File: config.mk
export PLATFORM = sky130hd
export DESIGN_NAME = ctrl_riesgos_pipeline
export DESIGN_NICKNAME = d
export VERILOG_FILES = /design/src/rtl/ctrl_riesgos_pipeline.sv
export SDC_FILE = /design/constraint.sdc
export NUM_CORES = 1
export LEC_CHECK = 0
export CAP_MARGIN = 40
export CELL_PAD_IN_SITES_DETAIL_PLACEMENT = 0
export CELL_PAD_IN_SITES_GLOBAL_PLACEMENT = 1
export CORE_AREA = 2 2 66 68
export DETAILED_ROUTE_END_ITERATION = 8
export DIE_AREA = 0 0 68 70
export PLACE_DENSITY_LB_ADDON = 0.05
export SLEW_MARGIN = 10
export SYNTH_ARGS = -nofsm -noshare
export SYNTH_HDL_FRONTEND = slang
export SYNTH_SLANG_ARGS = --single-unit
File: constraint.sdc
create_clock -name clk -period 3.72 [get_ports clk]
set_input_delay 0.558 -clock clk [delete_from_list [all_inputs] [get_ports clk]]
set_output_delay 0.558 -clock clk [all_outputs]
set_load 0.1 [all_outputs]
File: src/rtl/ctrl_riesgos_pipeline.sv
// Hazard/stall controller for a 5-stage MIPS pipeline: load-use bubbles, branch flushes,
// data-memory wait states with a timeout watchdog, and a saturating stall-cycle counter.
module ctrl_riesgos_pipeline #(
    parameter int unsigned TIMEOUT = 16,
    parameter int unsigned CNT_W   = 16
) (
    input  logic             clk,
    input  logic             reset,
    input  logic [4:0]       rs_id,
    input  logic [4:0]       rt_id,
    input  logic             usa_rt_id,
    input  logic [4:0]       rt_ex,
    input  logic             mem_rd_ex,
    input  logic             salto_mem,
    input  logic             mem_req,
    input  logic             mem_ack,
    output logic             pc_en,
    output logic             ifid_en,
    output logic             ifid_flush,
    output logic             idex_en,
    output logic             idex_flush,
    output logic             exmem_en,
    output logic             exmem_flush,
    output logic             memwb_bubble,
    output logic             err_timeout,
    output logic [CNT_W-1:0] stall_cnt
);

    localparam int unsigned WcntW = $clog2(TIMEOUT + 1);
    localparam logic [WcntW-1:0] TimeoutW = WcntW'(TIMEOUT);
    localparam logic [WcntW-1:0] OneW     = WcntW'(1);

    typedef enum logic [1:0] {StRun, StMemWait, StErr} state_e;

    state_e             state_q, state_d;
    logic [WcntW-1:0]   wcnt_q, wcnt_d;
    logic [CNT_W-1:0]   stall_cnt_q, stall_cnt_d;
    logic               mem_stall, load_use;

    assign mem_stall = mem_req & ~mem_ack;
    assign load_use  = mem_rd_ex && (rt_ex != 5'd0) &&
                       ((rt_ex == rs_id) || (usa_rt_id && (rt_ex == rt_id)));

    // Outputs are zero-latency; S_MEMWAIT exit cycles fall through to the S_RUN priorities.
    always_comb begin
        pc_en        = 1'b1;
        ifid_en      = 1'b1;
        ifid_flush   = 1'b0;
        idex_en      = 1'b1;
        idex_flush   = 1'b0;
        exmem_en     = 1'b1;
        exmem_flush  = 1'b0;
        memwb_bubble = 1'b0;
        if (reset) begin
            pc_en        = 1'b0;
            ifid_en      = 1'b0;
            idex_en      = 1'b0;
            exmem_en     = 1'b0;
            ifid_flush   = 1'b1;
            idex_flush   = 1'b1;
            exmem_flush  = 1'b1;
            memwb_bubble = 1'b1;
        end else if (state_q == StErr || mem_stall) begin
            pc_en        = 1'b0;
            ifid_en      = 1'b0;
            idex_en      = 1'b0;
            exmem_en     = 1'b0;
            memwb_bubble = 1'b1;
        end else if (salto_mem) begin
            ifid_flush  = 1'b1;
            idex_flush  = 1'b1;
            exmem_flush = 1'b1;
        end else if (load_use) begin
            pc_en      = 1'b0;
            ifid_en    = 1'b0;
            idex_flush = 1'b1;
        end
    end

    always_comb begin
        state_d = state_q;
        wcnt_d  = wcnt_q;
        case (state_q)
            StRun: begin
                if (mem_stall) begin
                    wcnt_d  = OneW;
                    state_d = (TIMEOUT <= 1) ? StErr : StMemWait;
                end
            end
            StMemWait: begin
                if (mem_stall) begin
                    wcnt_d = wcnt_q + OneW;
                    if (wcnt_d >= TimeoutW) state_d = StErr;
                end else begin
                    wcnt_d  = '0;
                    state_d = StRun;
                end
            end
            StErr:   state_d = StErr;
            default: state_d = StRun;
        endcase
    end

    always_comb begin
        stall_cnt_d = stall_cnt_q;
        if (!pc_en && stall_cnt_q != '1) stall_cnt_d = stall_cnt_q + 1'b1;
    end

    always_ff @(posedge clk) begin
        if (reset) begin
            state_q     <= StRun;
            wcnt_q      <= '0;
            stall_cnt_q <= '0;
        end else begin
            state_q     <= state_d;
            wcnt_q      <= wcnt_d;
            stall_cnt_q <= stall_cnt_d;
        end
    end

    assign err_timeout = ~reset & (state_q == StErr);
    assign stall_cnt   = stall_cnt_q;

endmodule

# Yosys cells after proc, flatten, opt, wreduce, memory -nomap -nowiden
# Index checks and enable logic that the tools add are counted.
dict set report word_totals {
  reg_bits 23
  output_inout_bits 25
  in_bits 22
  word_cells 51
}
dict set report op_classes {
  order_cmp 1
  reduce_logical 12
  n_addsub 2
  n_bitwise 4
  n_eq_ne 7
  muxes 22
}
# operator count
set ops {}
lappend ops {{16-bit by 1-bit adder with 16-bit output (second input constant)} 1}
lappend ops {{16-bit != test (second input constant)} 1}
lappend ops {{1-bit two-way mux} 15}
lappend ops {{5-bit == test} 2}
lappend ops {{5-bit two-way mux} 2}
lappend ops {{5-bit case mux with 2 select lines} 1}
lappend ops {{2-bit two-way mux} 3}
lappend ops {{2-bit case mux with 3 select lines} 1}
lappend ops {{5-bit by 1-bit adder with 5-bit output (second input constant)} 1}
lappend ops {{5-bit greater-or-equal comparator (second input constant)} 1}
lappend ops {{5-bit nonzero test} 1}
lappend ops {{1-bit logical AND} 4}
lappend ops {{2-bit AND reduction} 2}
lappend ops {{3-bit != test (second input constant)} 1}
lappend ops {{1-bit AND} 2}
lappend ops {{2-bit by 1-bit == test with 1-bit output (second input constant)} 1}
lappend ops {{2-bit == test (second input constant)} 1}
lappend ops {{2-bit zero test} 1}
lappend ops {{1-bit logical OR} 2}
lappend ops {{2-bit != test (second input constant)} 1}
lappend ops {{1-bit inverter} 2}
lappend ops {{2-bit nonzero test} 1}
lappend ops {{1-bit zero test} 1}

# Depth between registers and ports, before layout
dict set report depth {
  word_depth 10
  depth_mapped 9
  mapped_depth_nobuf 7
}

# Worst setup path before layout
# No wires, ideal clock.
dict set report synth_timing {
  path_kind {input port to output port}
  startpoint {input port reset}
  endpoint {output port pc_en}
  slack_ns -3.467
  stages 5
  t_arrival_ns 6.629
  path_buffers 2
  cell_sequence {clkbuf_1 nor3_1 inv_1 a21oi_1 buf_4}
}
dict set report synth_between {
  elab_chain_cells 1
}
# element line_no
set synth_rtl {}
lappend synth_rtl {{start, declared} 8} ;# input logic reset,
lappend synth_rtl {{1-bit two-way mux} -}
lappend synth_rtl {{end, declared} 17} ;# output logic pc_en,
# Every way passes these cells.

# Worst setup path after layout
dict set report layout_timing {
  startpoint {input port rt_ex[2]}
  endpoint {output port pc_en}
}
dict set report layout_between {
  elab_chain_cells 8
}
# element line_no
set layout_rtl {}
lappend layout_rtl {{start, declared} 12} ;# input logic [4:0] rt_ex,
lappend layout_rtl {{5-bit == test} 42} ;# ((rt_ex == rs_id) || (usa_rt_id && (rt_ex == rt_id)));
lappend layout_rtl {{1-bit logical AND} 42}
lappend layout_rtl {{1-bit logical OR} 42}
lappend layout_rtl {{1-bit logical AND (*)} 41} ;# assign load_use = mem_rd_ex && (rt_ex != 5'd0) &&
lappend layout_rtl {{1-bit two-way mux (*)} 73} ;# end else if (load_use) begin
lappend layout_rtl {{1-bit two-way mux (*)} 69} ;# end else if (salto_mem) begin
lappend layout_rtl {{1-bit two-way mux (*)} 63} ;# end else if (state_q == StErr || mem_stall) begin
lappend layout_rtl {{1-bit two-way mux (*)} 54} ;# if (reset) begin
# Mark *: on every way between the ends. The rest lies on a longest branch, timed or not.

==> metrics.txt <==
final setup vio count=0; Die H=70 um; yosys warns=0; FF-to-FF path depth=7; DPL Wire Length=2.58 mm; flop2flop setup slack=0.99 ns; minimum clock period=2.90 ns; fin util=51.0%; Hold Buf Count CTS=0; Worst-Margin Slew=0.935 ns; DRT Pass-1 Iters=4; # DRC=0; CTS-repair resized insts=0; CTS tree=done; Buffers & Inverters on Critical Path=2; RSZ-0062 raised after global routing=no; final cycle utilization of the critical path=77.8%; first-pass GRT wire length=5.81 mm; P_leak=0.745 nW; vias in the first global route=1252; wire per inst=13.2 um; hold endpoint=wcnt_q[4]; crit-path max FO=3; Synth-to-Final Area Change=60.9%; worst-skew pair later-pin latency=0.27 ns; hold path start=wcnt_q[4]; Synth Register Bits=23; via density per instance=5.20; dpl cells=265; Reg clk slew, reported paths=0.08 ns; Hold WS=0.482 ns; PD cells=279 nW/um2; CTS buffer count=3; outcome=finished clean; CORE AREA=4140 um2; clk buf depth=2; violation count after the first detailed-route iteration=50; critical path cell sequence=clkdlybuf4s50_1 > or4_1 > o21ai_0 > nor2_1 > a21oi_4 > buf_12; # IOs=47; gr ovfl total=0; WS Path Type=in2out; number of diodes=0; Final Instance Count excl. Fillers=269; Mapped Nets=185; Netlist cell types=34; PnR Total Power=0.590 mW; GRT Resource Usage Total=15.5%; Max Clk Rate=0.345 GHz; cell area after synthesis=1310 um2; Final Wtd Congestion=0.722; Max rail drop VDD=0.000189 V; CTS H-tree lvls=1; Die ar.=4760 um2; Syn Area/Cell=8.15 um2; register area share after synthesis=35.1%; reg2reg end=stall_cnt[11]; antenna violations before repair=0; Fill cells=390; slowest stage cell on the critical path=or4_1; Mapped Cells=161; Final ANT Viol Nets=0; Final Worst Setup Slack=0.824 ns; pre-CTS setup slack=0.620 ns; DR vias=1399; CTS Sinks=23; max_cap viols=0; R2R Path Start=stall_cnt[0]; row cnt=24; CP startpoint kind=input port; CTS Root Cell=clkbuf_8; Max Slew Vio Count=0; Hold Crit Class=reg2reg; Final nets=242; worst endpoint required time=3.16 ns; Slew headroom=37.7%; number of port buffers=46; Setup crit end kind=primary output; Starting Density=31.7%; Die Span X=68 um; pin count of the biggest net entering global routing=31; Routed WL=3.56 mm; clock skew=0.00681 ns; crit-path leading delay family=buffers and inverters; WP data arrival=2.34 ns; Setup Buffers After CTS=0; Final Hold Viols=0; share of post-route cells with drive strength above 1=16.6%; crit-path max cell delay=0.52 ns; hold depth=2
registers in the layout, indices dropped and copies added, names as in the netlist:
name and count:
state_q 2, stall_cnt 16, wcnt_q 5
synth_stat cells:
| cell | instances | area (um2) |
|---|---|---|
| inv_1 | 4 | 15.0 |
| o31a_1 | 1 | 8.76 |
| buf_4 | 3 | 22.5 |
| or4_1 | 8 | 60.1 |
| or3_1 | 7 | 43.8 |
| mux2i_1 | 1 | 10.0 |
| nor3_1 | 3 | 15.0 |
| mux2_2 | 1 | 11.3 |
| xnor2_1 | 2 | 17.5 |
| nor4_1 | 3 | 18.8 |
| nand4_1 | 1 | 6.26 |
| and4_1 | 2 | 17.5 |
| buf_6 | 2 | 22.5 |
| o21bai_1 | 1 | 7.51 |
| o21ba_2 | 1 | 10.0 |
| nor4bb_1 | 1 | 10.0 |
| and2_1 | 1 | 6.26 |
| nor2_1 | 15 | 56.3 |
| clkbuf_1 | 5 | 18.8 |
| o22a_1 | 1 | 8.76 |
| a21o_1 | 3 | 22.5 |
| a21oi_1 | 16 | 80.1 |
| ha_1 | 2 | 25.0 |
| a32oi_1 | 4 | 35.0 |
| nand2_1 | 8 | 30.0 |
| nand3b_1 | 1 | 7.51 |
| dfxtp_1 | 23 | 460 |
| nor2b_1 | 2 | 12.5 |
| nand2b_1 | 2 | 12.5 |
| nand3_1 | 11 | 55.1 |
| xor2_1 | 10 | 87.6 |
| buf_2 | 1 | 5.00 |
| o31ai_1 | 7 | 52.6 |
| o21ai_0 | 8 | 40.0 |
stage by stage:
step	cell area, um2	setup TNS (ns)
final	2110	0
after global routing	2110	0
after CTS	2110	0
after detailed placement	2070	0
after global placement	1830	0
after floorplan	1360	-0.431
cell families after synthesis:
logic type	share of synthesized area (%)
XOR/XNOR	8.01
buffers and inverters	6.39
multiplexers	1.62
AO/OA/AOI/OAI	20.2
flip-flops	35.1
AND/OR/NAND/NOR	26.8
adder cells (fa/ha/maj)	1.91
worst min-delay path, cell delays in order, from the launching register on:
cell and delay [ns]:
dfxtp_1 0.33, nand2_1 0.06, a21oi_1 0.05
cell type report:
cell class / count / area, um2 / share of cell area (%)
multi-input combinational: 123 / 798 / 37.8
inverter: 4 / 18.8 / 0.889
tap: 52 / 65.1 / 3.08
timing repair buffer: 63 / 723 / 34.2
clock buffer: 3 / 41.3 / 1.95
sequential: 23 / 460 / 21.8
clock inverter: 1 / 5.00 / 0.237
layer usage:
metal  global-route usage, %  wire (um)  vias up
li1                        -          -      701
met1                    20.5       1650      649
met2                    25.4       1630       47
met3                    3.54        262        2
met4                    3.33         17        0
met5                       0          0        -
power breakdown:
part,switching [mW],leakage (nW),internal (mW),total (mW)
combinational,0.110,0.534,0.0641,0.174
sequential,0.00622,0.186,0.251,0.257
clock,0.0837,0.0255,0.0748,0.159
total,0.200,0.745,0.390,0.590
worst max-delay path by stage:
stage                          to  cells after the start  slack [ns]     start
floorplan                   pc_en                      5       -0.35   mem_req
global placement    stall_cnt[12]                      7        0.67  rt_ex[3]
detailed placement  stall_cnt[10]                      7        0.62  rt_ex[1]
CTS                         pc_en                      6        0.81  rt_ex[1]
global route           idex_flush                      7        0.70  rt_ex[3]
finish                      pc_en                      6        0.82  rt_ex[2]
cell usage in the layout (no fill, tap or decap), types with 2 or more instances in the layout:
master | netlist | final
buf_4 | 3 | 7
a32oi_1 | 4 | 4
inv_1 | 4 | 3
dfxtp_1 | 23 | 23
or4_1 | 8 | 8
xor2_1 | 10 | 10
buf_12 | 0 | 3
nor2_1 | 15 | 15
ha_1 | 2 | 2
or3_1 | 7 | 7
nand3_1 | 11 | 11
a21oi_1 | 16 | 15
nand2_1 | 8 | 8
nor4_1 | 3 | 3
xnor2_1 | 2 | 2
o31ai_1 | 7 | 7
clkbuf_8 | 0 | 3
nor3_1 | 3 | 2
buf_8 | 0 | 16
and4_1 | 2 | 2
a21o_1 | 3 | 3
clkdlybuf4s50_1 | 0 | 37
nand2b_1 | 2 | 2
o21ai_0 | 8 | 8
Note: power is estimated with default switching activity, not from simulation.
